**config.mk**
```make
export PLATFORM = sky130hd
export DESIGN_NAME = layer_cycle_profiler_flat
export DESIGN_NICKNAME = d
export VERILOG_FILES = /design/src/rtl/layer_cycle_profiler_if.sv /design/src/rtl/layer_cycle_profiler.sv /design/src/flat_wrapper.sv
export SDC_FILE = /design/constraint.sdc
export NUM_CORES = 1
export LEC_CHECK = 0
export ABC_CLOCK_PERIOD_IN_PS = 12300
export BUFFER_PORTS_ARGS = -buffer_cell sky130_fd_sc_hd__buf_2
export CAP_MARGIN = 20
export CORE_ASPECT_RATIO = 1.4
export CORE_MARGIN = 3
export CORE_UTILIZATION = 57
export CTS_CLUSTER_SIZE = 25
export DETAILED_ROUTE_END_ITERATION = 10
export GPL_TIMING_DRIVEN = 0
export PLACE_DENSITY = 0.82
export SLEW_MARGIN = 10
export SYNTH_ARGS = -nofsm -noshare
export SYNTH_HDL_FRONTEND = slang
export SYNTH_SLANG_ARGS = --single-unit
```
**constraint.sdc**
```tcl
create_clock -name chip_clk -period 12.3 [get_ports chip_clk]
set_clock_uncertainty 0.15 [all_clocks]
set_input_delay 2.46 -clock chip_clk [delete_from_list [all_inputs] [get_ports chip_clk]]
set_output_delay 2.46 -clock chip_clk [all_outputs]
set_load 0.005 [all_outputs]
```
**src/rtl/layer_cycle_profiler_if.sv**
```systemverilog
// layer_cycle_profiler_if
// Pop-handshake bundle between the layer profiler FIFO and the okFP readout.
//   rd_en    : pop request from the reader
//   rd_valid : FIFO holds at least one entry
//   rd_data  : show-ahead head entry {layer_idx[5:0], cycle_cnt}, 0 when empty
// Modports: master = profiler (FIFO owner), slave = readout logic.
interface layer_cycle_profiler_if;
    logic        rd_en;
    logic        rd_valid;
    logic [31:0] rd_data;

    modport master (
        input  rd_en,
        output rd_valid,
        output rd_data
    );

    modport slave (
        output rd_en,
        input  rd_valid,
        input  rd_data
    );
endinterface

```
**src/rtl/layer_cycle_profiler.sv**
```systemverilog
// layer_cycle_profiler
// Measures the chip-cycle latency of each start_layer/done_layer pair and pushes one
// {layer_idx, cycle_cnt} word per completed layer into a show-ahead FIFO for okFP readout.
// Ports:
//   chip_clk, rst     : clock and synchronous active-high reset
//   start_layer       : layer start pulse from the run controller
//   done_layer        : layer done pulse from the chip
//   n_layers          : layers per network (0 means 64), sampled live
//   clear             : flush FIFO, layer index and sticky flags; forces idle
//   timeout_limit     : watchdog limit in cycles, 0 disables
//   rd                : pop handshake (rd_en / rd_valid / rd_data)
//   fifo_count        : number of stored entries
//   busy              : a layer is being measured
//   overflow, timeout : sticky flags
// Build option: define LAYER_PROF_WATCHDOG_EN to enable the timeout watchdog; otherwise
// timeout is tied to 0 and timeout_limit is ignored.
module layer_cycle_profiler #(
    parameter int unsigned DEPTH_LOG2 = 4,
    parameter int unsigned CNT_W      = 26
) (
    input  logic                         chip_clk,
    input  logic                         rst,
    input  logic                         start_layer,
    input  logic                         done_layer,
    input  logic [5:0]                   n_layers,
    input  logic                         clear,
    input  logic [31:0]                  timeout_limit,
    layer_cycle_profiler_if.master       rd,
    output logic [DEPTH_LOG2:0]          fifo_count,
    output logic                         busy,
    output logic                         overflow,
    output logic                         timeout
);

    localparam int unsigned DEPTH = 1 << DEPTH_LOG2;
    localparam logic [CNT_W-1:0]      CntOne = 1;
    localparam logic [CNT_W-1:0]      CntMax = '1;
    localparam logic [DEPTH_LOG2-1:0] PtrOne = 1;
    localparam logic [DEPTH_LOG2:0]   FillOne = 1;

    typedef enum logic {S_IDLE, S_MEASURE} state_e;

    state_e                state_q, state_d;
    logic [CNT_W-1:0]      cnt_q, cnt_d;
    logic [5:0]            layer_idx_q, layer_idx_d;
    logic [DEPTH_LOG2-1:0] wr_ptr_q, wr_ptr_d, rd_ptr_q, rd_ptr_d;
    logic [DEPTH_LOG2:0]   count_q, count_d;
    logic                  overflow_q, overflow_d;
    logic [31:0]           mem [DEPTH];

    logic       push, pop, wr_en, drop, full, empty;
    logic [5:0] last_idx;

    // Measurement FSM
    always_comb begin
        state_d = state_q;
        cnt_d   = cnt_q;
        push    = 1'b0;
        unique case (state_q)
            S_IDLE: begin
                if (start_layer) begin
                    state_d = S_MEASURE;
                    cnt_d   = CntOne;
                end
            end
            S_MEASURE: begin
                cnt_d = (cnt_q == CntMax) ? cnt_q : cnt_q + CntOne;
                if (done_layer) begin
                    push = 1'b1;
                    if (start_layer) begin
                        cnt_d = CntOne;
                    end else begin
                        state_d = S_IDLE;
                    end
                end
            end
        endcase
        if (clear) begin
            state_d = S_IDLE;
            cnt_d   = '0;
        end
    end

    // Count can only reach DEPTH, so its MSB alone marks full.
    assign full     = count_q[DEPTH_LOG2];
    assign empty    = (count_q == '0);
    assign last_idx = n_layers - 6'd1;  // n_layers == 0 yields 63, i.e. 64 layers

    // FIFO and layer index next-state; clear overrides push and pop.
    always_comb begin
        pop  = rd.rd_en && !empty && !clear;
        // A pop in the same cycle frees the slot, so a full FIFO still accepts the push.
        wr_en = push && !clear && (!full || pop);
        drop  = push && !clear && full && !pop;

        wr_ptr_d    = wr_en ? wr_ptr_q + PtrOne : wr_ptr_q;
        rd_ptr_d    = pop ? rd_ptr_q + PtrOne : rd_ptr_q;
        count_d     = count_q;
        if (wr_en && !pop) begin
            count_d = count_q + FillOne;
        end else if (pop && !wr_en) begin
            count_d = count_q - FillOne;
        end
        layer_idx_d = layer_idx_q;
        if (push) begin
            layer_idx_d = (layer_idx_q == last_idx) ? 6'd0 : layer_idx_q + 6'd1;
        end
        overflow_d  = overflow_q | drop;

        if (clear) begin
            wr_ptr_d    = '0;
            rd_ptr_d    = '0;
            count_d     = '0;
            layer_idx_d = '0;
            overflow_d  = 1'b0;
        end
    end

    always_ff @(posedge chip_clk) begin
        if (rst) begin
            state_q     <= S_IDLE;
            cnt_q       <= '0;
            layer_idx_q <= '0;
            wr_ptr_q    <= '0;
            rd_ptr_q    <= '0;
            count_q     <= '0;
            overflow_q  <= 1'b0;
        end else begin
            state_q     <= state_d;
            cnt_q       <= cnt_d;
            layer_idx_q <= layer_idx_d;
            wr_ptr_q    <= wr_ptr_d;
            rd_ptr_q    <= rd_ptr_d;
            count_q     <= count_d;
            overflow_q  <= overflow_d;
        end
    end

    // Storage carries no reset; entries are only visible through count_q.
    always_ff @(posedge chip_clk) begin
        if (wr_en) begin
            mem[wr_ptr_q] <= {layer_idx_q, cnt_q};
        end
    end

`ifdef LAYER_PROF_WATCHDOG_EN
    logic        timeout_q, timeout_d, wd_hit;
    logic [31:0] cnt_ext;

    assign cnt_ext = 32'(cnt_q);
    // Flag reads high in the very cycle the count reaches the limit, then stays sticky.
    assign wd_hit    = (state_q == S_MEASURE) && (timeout_limit != 32'd0) &&
                       (cnt_ext == timeout_limit);
    assign timeout_d = clear ? 1'b0 : (timeout_q | wd_hit);
    assign timeout   = timeout_q | wd_hit;

    always_ff @(posedge chip_clk) begin
        if (rst) begin
            timeout_q <= 1'b0;
        end else begin
            timeout_q <= timeout_d;
        end
    end
`else
    logic unused_timeout_limit;
    assign unused_timeout_limit = ^timeout_limit;
    assign timeout              = 1'b0;
`endif

    assign rd.rd_valid = !empty;
    assign rd.rd_data  = empty ? 32'd0 : mem[rd_ptr_q];
    assign fifo_count  = count_q;
    assign busy        = (state_q == S_MEASURE);
    assign overflow    = overflow_q;

endmodule
```
**src/flat_wrapper.sv**
```systemverilog
// flat-port wrapper written by rule: the top's interface ports become plain ports
module layer_cycle_profiler_flat 
#(
    parameter int unsigned DEPTH_LOG2 = 4,
    parameter int unsigned CNT_W      = 26
)
  (chip_clk, rst, start_layer, done_layer, n_layers, clear, timeout_limit, fifo_count, busy, overflow, timeout, rd_rd_en, rd_rd_valid, rd_rd_data);
  layer_cycle_profiler_if rd_i ();
  input  logic chip_clk;
  input  logic rst;
  input  logic start_layer;
  input  logic done_layer;
  input  logic [5:0] n_layers;
  input  logic clear;
  input  logic [31:0] timeout_limit;
  output logic [DEPTH_LOG2:0] fifo_count;
  output logic busy;
  output logic overflow;
  output logic timeout;
  input wire logic [$bits(rd_i.rd_en)-1:0] rd_rd_en;
  output wire logic [$bits(rd_i.rd_valid)-1:0] rd_rd_valid;
  output wire logic [$bits(rd_i.rd_data)-1:0] rd_rd_data;
  assign rd_i.rd_en = rd_rd_en;
  assign rd_rd_valid = rd_i.rd_valid;
  assign rd_rd_data = rd_i.rd_data;
  layer_cycle_profiler #(.DEPTH_LOG2(DEPTH_LOG2), .CNT_W(CNT_W)) u_core (.chip_clk(chip_clk), .rst(rst), .start_layer(start_layer), .done_layer(done_layer), .n_layers(n_layers), .clear(clear), .timeout_limit(timeout_limit), .rd(rd_i), .fifo_count(fifo_count), .busy(busy), .overflow(overflow), .timeout(timeout));
endmodule
```
Word level (Yosys, flattened, before mapping)
Memories as Yosys holds them, arrays and structs flattened. A register that Yosys moved wholly into a read port is not among the register bits.
Index checks and enable logic that the tools add are counted.
{"block": "word_totals", "register_bits": 47, "ram_bits": 512, "memories": 1}
{"name": "u_core.mem", "words": 16, "word_bits": 32, "rd": 1, "rd_clocked_by_memory_dff": 1, "wr": 1, "line_no": "layer_cycle_profiler.sv:49", "rtl": "logic [31:0] mem [DEPTH];"}
{"block": "op_classes", "add_sub_neg": 7, "eq_ne": 3, "mux": 18, "n_bitwise": 2, "n_reduce_logical": 17}
{"cell": "$mux W26", "n": 4}
{"cell": "$pmux W26 S2", "n": 1}
{"cell": "$mux W32", "n": 1}
{"cell": "$add A26 B1 Y26 const B", "n": 1}
{"cell": "$eq A26 B26 Y1 const B", "n": 1}
{"cell": "$mux W5", "n": 2}
{"cell": "$add A4 B1 Y4 const B", "n": 2}
{"cell": "$logic_and A1 B1 Y1", "n": 8}
{"cell": "$mux W4", "n": 2}
{"cell": "$add A6 B1 Y6 const B", "n": 1}
{"cell": "$eq A6 B6 Y1", "n": 1}
{"cell": "$mux W1", "n": 6}
{"cell": "$mux W6", "n": 1}
{"cell": "$sub A6 B1 Y6 const B", "n": 1}
{"cell": "$add A5 B1 Y5 const B", "n": 1}
{"cell": "$logic_not A1 Y1", "n": 5}
{"cell": "$logic_not A5 Y1", "n": 1}
{"cell": "$sub A5 B1 Y5 const B", "n": 1}
{"cell": "$ne A2 B2 Y1 const B", "n": 1}
{"cell": "$pmux W1 S2", "n": 1}
{"cell": "$reduce_bool A2 Y1", "n": 1}
{"cell": "$reduce_or A2 Y1", "n": 1}
{"cell": "$logic_or A1 B1 Y1", "n": 1}
{"cell": "$not A1 Y1", "n": 1}
{"cell": "$or A1 B1 Y1", "n": 1}

Longest topological paths before layout
{"block": "logic_depth", "word_depth": 10, "depth_mapped": 12, "ltp_nobuf": 12}

Worst setup path before layout
Ideal clock, no wire load.
{"block": "synth_timing", "path_kind": "input to register", "start": "input port done_layer", "end": "memory u_core.mem[3][0], enable pin", "setup_ps": 461, "arrival_time_ps": 5380, "path_slack_ps": 6309, "stages": 4, "n_path_buf": 0, "path_cell_list": "nand2_1 -> nor3_2 -> nand2_1 -> nor3_1"}
{"block": "synth_via", "elab_chain_cells": 6}
{"element": "start, declared", "line_no": "flat_wrapper.sv:12", "rtl": "input logic done_layer;"}
{"element": "$mux W1", "line_no": "layer_cycle_profiler.sv:68", "rtl": "if (done_layer) begin"}
{"element": "$mux W1", "line_no": "layer_cycle_profiler.sv:59", "rtl": "unique case (state_q)"}
{"element": "$logic_and A1 B1 Y1 (2 in a row)", "line_no": "layer_cycle_profiler.sv:93", "rtl": "wr_en = push && !clear && (!full || pop);"}
{"element": "via u_core.wr_en", "line_no": "layer_cycle_profiler.sv:51", "rtl": "logic push, pop, wr_en, drop, full, empty;"}
{"element": "$mux W1", "line_no": "layer_cycle_profiler.sv:141", "rtl": "if (wr_en) begin"}
{"element": "$mux W1 (not written as such)", "line_no": "layer_cycle_profiler.sv:142", "rtl": "mem[wr_ptr_q] <= {layer_idx_q, cnt_q};"}
{"element": "end, declared", "line_no": "layer_cycle_profiler.sv:49"}
The timed path passes the listed nets, and every way through them passes these cells.

==> results.sh <==
export IMPL_postSynthAreaPerCell_um2=20.17
export IMPL_grt_max_degree=24
export IMPL_wirelength_um=52550
export IMPL_register_area_mm2=0.01640
export IMPL_cts_resized=0
export IMPL_clk_latency_ps=560
export IMPL_nets=1296
export IMPL_yosysSeqAreaShare=0.7350
export IMPL_hold_viol_final=0
export IMPL_outcome="finished clean"
export IMPL_cap_violations=0
export IMPL_syn_nets=1164
export IMPL_netlist_area_leader_share=0.6893
export IMPL_antennaDiodeCount=0
export IMPL_dp_cells=1709
export IMPL_crit_type="flop to primary output"
export IMPL_tightest_slew_ps=1014
export IMPL_synth_seq_cells=563
export IMPL_core_area_mm2=0.03850
export IMPL_antenna_found_initial=0
export IMPL_grt_pass1_wl_um=78400
export IMPL_finalCoreUtilization=0.6570
export IMPL_areaGrowthSynthToFinish_pct=13.39
export IMPL_die_area_mm2=0.04158
export IMPL_synth_area_top_cells="edfxtp_1, mux4_2, dfxtp_1"
export IMPL_cts_hold_buf=0
export IMPL_syn_cell_area_mm2=0.02231
export IMPL_period_share=0.5041
export IMPL_avgRoutedWirePerCell_um=29.24
export IMPL_cts_inserted_buffers=48
export IMPL_p_leak_nw=8.033
export IMPL_cts_root_buf="clkbuf_16"
export IMPL_synth_main_ff_cell="edfxtp_1"
export IMPL_viasPerCell=6.592
export IMPL_final_antenna_net_count=0
export IMPL_start_util=0.5794
export IMPL_cts_sinks=563
export IMPL_synth_top_area_cell="edfxtp_1"
export IMPL_num_fill_cells=2425
export IMPL_slew_viol_final=0
export IMPL_crit_required_ps=9690
export IMPL_drc=0
export IMPL_fin_setup_tns_ps=0
export IMPL_hold_slack_ps=318.4
export IMPL_die_h_um=240.1
export IMPL_max_freq_mhz=161.3
export IMPL_routabilityCongestion=0.8865
export IMPL_drt_initial_drc_count=1599
export IMPL_grt_pass1_vias=12090
export IMPL_setup_worst_path_end_class="primary output"
export IMPL_finalSetupViolCount=0
export IMPL_relSlewSlack=0.3238
export IMPL_crit_arrival_ps=3590
export IMPL_cts_max_path_buffers=3
export IMPL_portBuffers=51
export IMPL_period_needed_ps=6201
export IMPL_design_area_mm2=0.02529
export IMPL_cts_tree="built"
export IMPL_cellPowerDensity_mw_per_mm2=142.7
export IMPL_placed_cell_area_mm2=0.02375
export IMPL_fin_cells=1797
export IMPL_htree_levels=2
export IMPL_synth_edf_count=512
export IMPL_worstPathMaxFanout=10
export IMPL_gr_total_overflow=0
export IMPL_yosys_warnings=0
export IMPL_post_cts_buffers=0
export IMPL_startpoint_type="flop"
export IMPL_hpwl_um=32080
export IMPL_ys_types=63
export IMPL_multi_input_area_mm2=0.005732
export IMPL_grt_usage=0.2571
export IMPL_die_w_um=173.2
export IMPL_synthCells=1106
export IMPL_vias=11850
export IMPL_ir_drop_mv=0.1035
export IMPL_dr_pass1_iters=5
export IMPL_rsz0062_at_grt="false"
export IMPL_async_flop_share=0
export IMPL_path_clk_slew_ps=60
export IMPL_rows=85
export IMPL_hp_class="flop to flop"
export IMPL_pin_count=85
export IMPL_drive_above_1_share=0.2769
worst max-delay path, cell delays in order (launching register included):
cell      delay [ps]
dfxtp_1          360
clkbuf_1         620
buf_1            780
mux4_2           430
mux4_2           520
and2_1           190
buf_2            130
per-layer routing:
layer,track usage,share of wire,up-vias
met5,0,0,-
met4,0.1082,0.044,0
met3,0.03507,0.081,173
met2,0.4514,0.52,787
met1,0.3272,0.35,6067
li1,-,-,4819
cell families (layout without fill, tap and decap cells):
| family | count (synthesis) | count (layout) | synth area share |
|---|---|---|---|
| buf+inv | 64 | 233 | 0.01296 |
| mux | 164 | 164 | 0.1633 |
| fa+ha+maj | 14 | 14 | 0.008190 |
| xor+xnor | 20 | 20 | 0.007853 |
| other cells | 1 | 1 | 0.0001681 |
| simple gates | 199 | 199 | 0.04762 |
| compound gates | 81 | 81 | 0.02485 |
| flops | 563 | 563 | 0.7350 |
sequential cells by signal, indices dropped and copies added, names as in the netlist, named ones only:
| signal | flops |
|---|---|
| u_core.fifo_count | 5 |
| u_core.mem | 512 |
| u_core.layer_idx_q | 6 |
| u_core.wr_ptr_q | 4 |
| u_core.rd_ptr_q | 4 |
| u_core.overflow | 1 |
| u_core.cnt_q | 26 |
| u_core.busy | 1 |
stage by stage:
step                      setup slack, ps  power, W
after detailed placement             6785  0.002168
after global placement               2948  0.002165
after CTS                            6124  0.003617
after global routing                 6091  0.003696
after floorplan                      6309  0.002141
final                                6099  0.003609
path summary, 6_finish.rpt:
kind / slack, ps / cells past startpoint / start / to
max: 6100 / 6 / flop / rd_rd_data[3]
min: 320 / 2 / u_core.overflow / u_core.overflow
max reg2reg: 8880 / 7 / u_core.busy / u_core.mem[1][20]
min reg2reg: 320 / 2 / u_core.overflow / u_core.overflow
cells in the mapped netlist (all sizes together), types with 2 or more instances:
master,number
edfxtp,512
mux4,160
dfxtp,51
nor2,42
nand2,41
and2,38
buf,27
clkbuf,24
a21oi,20
nand3,17
nor3,17
o21ai,16
xor2,15
ha,13
inv,13
a31oi,8
nand4,8
o211ai,7
nand2b,6
or4,6
a211oi,5
and4,5
or3,5
xnor2,5
mux2i,4
o311ai,4
o31ai,4
or2,3
a21boi,2
and3,2
nor2b,2
nor3b,2
nor4,2
area by class of cell:
type	count	area share
clock buffer	66	0.05303
clock inverter	21	0.007420
tap	522	0.02582
multi-input combinational	479	0.2266
buffer	51	0.009498
sequential	563	0.6482
timing repair buffer	82	0.02745
inverter	13	0.001929
power by group:
group          internal, W  total [W]  leakage [nW]  switching [W]
registers          0.00206    0.00206          5.26     0.00000371
clock network     0.000827    0.00148         0.736       0.000655
logic            0.0000288  0.0000634          2.04      0.0000346
total              0.00291    0.00361          8.03       0.000694
cells in the final DEF, fill, tap and decap left out, types with 9 or more instances in the layout:
cell and instances:
edfxtp_1 512, mux4_2 160, buf_2 59, dfxtp_1 51, clkbuf_16 50, nand2_1 41, and2_1 38, clkbuf_1 36
nor2_1 30, a21oi_1 20, nand3_1 17, buf_4 16, xor2_1 15, o21ai_0 15, inv_1 13, ha_1 13
nor2_4 12, buf_12 11, buf_1 10, buf_6 10, nor3_1 9, clkinv_1 9
(Power assumes the default switching activity.)
